===== config.mk =====
export PLATFORM = sky130hd
export DESIGN_NAME = reg_file
export DESIGN_NICKNAME = d
export VERILOG_FILES = /design/src/rtl/reg_file_pkg.sv /design/src/rtl/reg_file_read_port.sv /design/src/rtl/reg_file.sv
export SDC_FILE = /design/constraint.sdc
export NUM_CORES = 2
export LEC_CHECK = 0
export ABC_CLOCK_PERIOD_IN_PS = 35400
export CELL_PAD_IN_SITES_DETAIL_PLACEMENT = 0
export CELL_PAD_IN_SITES_GLOBAL_PLACEMENT = 1
export CORE_ASPECT_RATIO = 0.6
export CORE_MARGIN = 1
export CORE_UTILIZATION = 50
export CTS_BUF_LIST = sky130_fd_sc_hd__clkbuf_4
export DETAILED_ROUTE_END_ITERATION = 10
export GPL_ROUTABILITY_DRIVEN = 1
export GPL_TIMING_DRIVEN = 0
export PLACE_DENSITY_LB_ADDON = 0.1
export SYNTH_ARGS = -nofsm -noshare
export SYNTH_HDL_FRONTEND = slang
export SYNTH_SLANG_ARGS = --single-unit

===== constraint.sdc =====
create_clock -name clock -period 35.4 [get_ports clock]
set_input_delay 8.85 -clock clock [delete_from_list [all_inputs] [get_ports clock]]
set_output_delay 8.85 -clock clock [all_outputs]
set_load 0.02 [all_outputs]

===== src/rtl/reg_file_pkg.sv =====
// reg_file_pkg: shared defaults for the register file slice.
//   DEFAULT_DATA_WIDTH   - width of each register and data port
//   DEFAULT_ADDRESS_BITS - select width
//   DEFAULT_DEPTH        - number of registers (2**DEFAULT_ADDRESS_BITS)
package reg_file_pkg;

  localparam int unsigned DEFAULT_DATA_WIDTH   = 32;
  localparam int unsigned DEFAULT_ADDRESS_BITS = 5;
  localparam int unsigned DEFAULT_DEPTH        = 1 << DEFAULT_ADDRESS_BITS;

endpackage


===== src/rtl/reg_file_read_port.sv =====
// reg_file_read_port: one combinational read port of the register file.
//   regs_i    - full storage array from the top
//   rd_sel_i  - register index to read
//   rd_data_o - selected contents; index 0 always reads zero
// With REG_FILE_BYPASS_EN defined, extra ports carry the current write so a
// read of the index being written returns the incoming data this cycle.
//   wr_en_i, wr_sel_i, wr_data_i - write port as seen by the storage
module reg_file_read_port
  import reg_file_pkg::*;
#(
  parameter int unsigned DATA_WIDTH   = DEFAULT_DATA_WIDTH,
  parameter int unsigned ADDRESS_BITS = DEFAULT_ADDRESS_BITS
) (
  input  logic [DATA_WIDTH-1:0]   regs_i [1 << ADDRESS_BITS],
  input  logic [ADDRESS_BITS-1:0] rd_sel_i,
`ifdef REG_FILE_BYPASS_EN
  input  logic                    wr_en_i,
  input  logic [ADDRESS_BITS-1:0] wr_sel_i,
  input  logic [DATA_WIDTH-1:0]   wr_data_i,
`endif
  output logic [DATA_WIDTH-1:0]   rd_data_o
);

  always_comb begin
    rd_data_o = regs_i[rd_sel_i];
`ifdef REG_FILE_BYPASS_EN
    if (wr_en_i && (wr_sel_i == rd_sel_i)) begin
      rd_data_o = wr_data_i;
    end
`endif
    // Zero rule has final priority so forwarding can never expose index 0.
    if (rd_sel_i == '0) begin
      rd_data_o = '0;
    end
  end

endmodule


===== src/rtl/reg_file.sv =====
// reg_file: 2**ADDRESS_BITS x DATA_WIDTH register file, one synchronous
// write port and two independent combinational read ports. Register 0 is
// hard-wired to zero. Asynchronous active-high reset clears every entry.
//   clock      - rising edge performs writes
//   reset      - asynchronous, active-high clear
//   wEn        - write enable
//   write_data - data to write
//   write_sel  - destination index (writes to 0 are discarded)
//   read_sel1  - index for read port 1
//   read_sel2  - index for read port 2
//   read_data1 - contents of register read_sel1
//   read_data2 - contents of register read_sel2
// Optional macro REG_FILE_BYPASS_EN adds write-to-read forwarding.
module reg_file
  import reg_file_pkg::*;
#(
  parameter int unsigned DATA_WIDTH   = DEFAULT_DATA_WIDTH,
  parameter int unsigned ADDRESS_BITS = DEFAULT_ADDRESS_BITS
) (
  input  logic                    clock,
  input  logic                    reset,
  input  logic                    wEn,
  input  logic [DATA_WIDTH-1:0]   write_data,
  input  logic [ADDRESS_BITS-1:0] write_sel,
  input  logic [ADDRESS_BITS-1:0] read_sel1,
  input  logic [ADDRESS_BITS-1:0] read_sel2,
  output logic [DATA_WIDTH-1:0]   read_data1,
  output logic [DATA_WIDTH-1:0]   read_data2
);

  localparam int unsigned DEPTH = 1 << ADDRESS_BITS;

  logic [DATA_WIDTH-1:0] register_file [DEPTH];

  // Entry 0 is cleared by reset and never written, so it stays zero.
  always_ff @(posedge clock or posedge reset) begin
    if (reset) begin
      for (int unsigned i = 0; i < DEPTH; i++) begin
        register_file[i] <= '0;
      end
    end else if (wEn && (write_sel != '0)) begin
      register_file[write_sel] <= write_data;
    end
  end

`ifdef REG_FILE_BYPASS_EN
  // Forwarding is suppressed during reset so reads stay zero while it is held.
  logic fwd_en;
  assign fwd_en = wEn & ~reset;
`endif

  reg_file_read_port #(
    .DATA_WIDTH   (DATA_WIDTH),
    .ADDRESS_BITS (ADDRESS_BITS)
  ) u_read_port1 (
    .regs_i    (register_file),
    .rd_sel_i  (read_sel1),
`ifdef REG_FILE_BYPASS_EN
    .wr_en_i   (fwd_en),
    .wr_sel_i  (write_sel),
    .wr_data_i (write_data),
`endif
    .rd_data_o (read_data1)
  );

  reg_file_read_port #(
    .DATA_WIDTH   (DATA_WIDTH),
    .ADDRESS_BITS (ADDRESS_BITS)
  ) u_read_port2 (
    .regs_i    (register_file),
    .rd_sel_i  (read_sel2),
`ifdef REG_FILE_BYPASS_EN
    .wr_en_i   (fwd_en),
    .wr_sel_i  (write_sel),
    .wr_data_i (write_data),
`endif
    .rd_data_o (read_data2)
  );

endmodule


==> flow_metrics.tcl <==
set metrics [dict create \
    irDropWorstVdd_uv 34.14 \
    yosysTopAreaCellShare_pct 47.14 \
    number_of_global_route_vias_before_repair 39410 \
    power_switching_share_pct 31.64 \
    detailedRoute.firstIterationViolations 5037 \
    synth_flop_cell "dfrtp_1" \
    largest_register "register_file" \
    use_met1_pct 55.58 \
    numPlacedInstances 5136 \
    grt-ovfl-total 0 \
    final_critical_path_required_period_ns 22.31 \
    post-synth-top-area-cell "dfrtp_1" \
    chipHeight_um 257.4 \
    number_of_violations_of_the_max_capacitance_limit 2 \
    combPwrFrac_pct 23.5 \
    grt_start_max_net_pins 48 \
    pin_count 114 \
    cts_hold_buf 0 \
    globalRoute.busiestLayer "met1" \
    number_of_synthesized_flops_with_an_enable_pin 0 \
    initial_utilization_pct 50.56 \
    timing.critical_path.required_ns 26.55 \
    groute.layer.met2.usage_pct 51.23 \
    route.detailed.wl_per_inst_um 39.21 \
    maxSlewViolCount 21 \
    std_cell_rows 93 \
    clock_power_share_pct 29.9 \
    setup-violations-final 0 \
    tritoncts "yes" \
    clk_pin_slew_worst_paths_ns 0.06 \
    grt_pass1_wl_um 304000 \
    async_set_or_reset_flop_fraction_in_the_synthesized_netlist_pct 100.0 \
    detailroute.via_count 39210 \
    netlist_area_before_placement_mm2 0.05436 \
    drt-vias-per-instance 7.053 \
    io_buffer_count 105 \
    worst_setup_path_end_kind "output port" \
    syn_inst 3580 \
    synth_area_in_xor_xnor_pct 0 \
    first_pass_iters 6 \
    globalRouteTotalUtil_pct 40.04 \
    largestRegisters "register_file (1024)" \
    failing_checks "max-capacitance violations, max-slew violations" \
    synth_area_per_cell_um2 15.18 \
    largest_register_ff_count 1024 \
    synthTopCellsByCount "dfrtp_1 (1024), mux2_2 (1024), mux4_2 (448), clkbuf_1 (219), mux2i_1 (192)" \
    synth_sequential_area_ratio_pct 47.14 \
    final-instance-count-excl-fill 5559 \
    timing.final.hold_violations 0 \
    dominant_combinational_cell_family_by_area_after_synthesis "multiplexers" \
    cts_num_sinks 1024 \
    cts-htree-levels 5 \
    post-route-period-util_pct 63.01 \
    max_slew.worst_pin.slew_ns 1.582 \
    synth_compound_area_share_pct 4.548 \
    synth_simple_gate_area_share_pct 1.220 \
    worst_clock_skew_ns 0 \
    cellPowerDensity_mw_per_mm2 55.77 \
    number_of_antenna_violations_at_the_first_check_in_global_routing 11 \
    status "finished with violations" \
    yosys_warnings 0 \
    sequentialPowerShare_pct 46.6 \
    layout-drive-gt1-share_pct 49.44 \
    crit_path_start_kind "input port" \
    cts.repair_timing.setup_buffer_count 0 \
    int_power_w 0.002316 \
    hold_crit_path_type "reg -> reg" \
    core_mm2 0.1075 \
    ant_nets 0 \
    insertion_delay_ns 1.20 \
    final_core_utilization_pct 56.52 \
    static-leakage-power_nw 26.32 \
    cts_made_buffers 274 \
    switching_power_w 0.001072 \
    final.fill_count 8674 \
    gp_congestion 0.9857 \
    remaining_drc_errors 0 \
    yosysUniqueCellTypes 35 \
    met3_usage_pct 23.07 \
    final_net_count 4038 \
    worst-endpoint-arrival_ns 13.46 \
    post_synth_fa_ha_maj_area_fraction_pct 0 \
    post_dp_hpwl_um 155200 \
    achievable_frequency_ghz 0.04483 \
    layout-area-overhead-vs-synth_pct 11.78 \
    timing_worst_setup_path_type "in -> out" \
    synth.top_cells.by_area "dfrtp_1 (47%), mux2_2 (21%), mux4_2 (19%)" \
    muxShareOfSynthArea_pct 43.31 \
    die_area_mm2 0.1101 \
    dieWidth_um 427.7 \
    ys_ff_latch 1024 \
    worst-path-max-fanout 10 \
    drt_wl_total_um 218000 \
    setup_total_negative_slack_ns 0 \
    rsz0062_at_grt "false" \
    syn_nets 3630 \
    maxSlewHeadroom_pct -5.445 \
    cts_root_buffer "clkbuf_4" \
    cts_repair_resize_count 0 \
    max-clock-path-buffers 4 \
]
## path summary, 6_finish.rpt
kind | slack, ns | endpoint | depth (start not counted) | start
min in group asynchronous | 8.22 | register_file[890] | 2 | reset
min reg2reg | 0.48 | register_file[1011] | 1 | register_file[1011]
min | 0.48 | register_file[1011] | 1 | register_file[1011]
max | 13.09 | read_data2[16] | 8 | read_sel2[0]
max reg2reg | 34.56 | register_file[497] | 1 | register_file[497]
max in group asynchronous | 25.19 | register_file[72] | 7 | reset
## layout by cell type (no fill, tap or decap), drive strengths merged, types with 2 or more instances in the layout
master / n
clkdlybuf4s50: 105
a221o: 32
o2111ai: 18
a22oi: 64
nand3b: 4
a311oi: 32
diode: 12
and2: 2
nor2: 24
nor2b: 37
nand3: 2
inv: 5
dfrtp: 1024
mux2i: 192
bufinv: 2
a31oi: 32
or2: 2
clkinv: 30
nand2: 52
mux4: 448
clkbuf: 594
and3b: 2
mux2: 1024
nor3b: 4
o21ai: 78
a221oi: 46
a211oi: 32
buf: 229
## cell families after synthesis
| family | count (synthesis) |
|---|---|
| and+or+nand+nor | 134 |
| buffers and inverters | 424 |
| muxes | 1664 |
| DFF | 1024 |
| AOI/OAI and AO/OA | 334 |
## critical path: stages
cell and delay, ns:
buf_2 0.25, inv_1 0.14, buf_2 0.39, buf_2 0.59, clkbuf_1 0.84, o2111ai_1 0.67, a311oi_1 0.92, clkdlybuf4s50_1 0.74
## power groups by stage
stage / registers [W] / clock network [W] / logic [W]
global placement: 0.00157 / 0 / 0.000745
detailed placement: 0.00158 / 0 / 0.000775
global route: 0.00160 / 0.00108 / 0.000831
CTS: 0.00156 / 0.00102 / 0.000778
floorplan: 0.00152 / 0 / 0.000551
finish: 0.00158 / 0.00101 / 0.000797
## routing by layer
metal | wire length (um) | vias to the layer above
met2 | 87000 | 3039
li1 | - | 14860
met1 | 87510 | 20800
met4 | 7091 | 6
met5 | 33 | -
met3 | 36360 | 502
## through the flow
step	instance area [um2]	hold WS, ns	power [W]	worst slack (ns)
after floorplan	54360	0.4413	0.002071	12.44
after global placement	57200	0.4520	0.002311	6.832
after detailed placement	57720	0.4643	0.002359	13.28
after CTS	60720	0.4839	0.003362	13.27
after global routing	60740	0.4965	0.003513	13.18
final	60760	0.4769	0.003389	13.09
## area by class of cell
type	instances	area, um2	area share, %
inverters	3	15.01	0.02471
clock buffers	375	2815	4.633
multi-input cells	2132	26680	43.90
repair buffers	132	1587	2.611
plain buffers	421	2047	3.369
clock inverters	35	185.2	0.3047
diodes	12	30.03	0.04942
flip-flops and latches	1024	25620	42.17
well taps	1425	1783	2.934
Note: power is estimated with default switching activity, not from simulation.
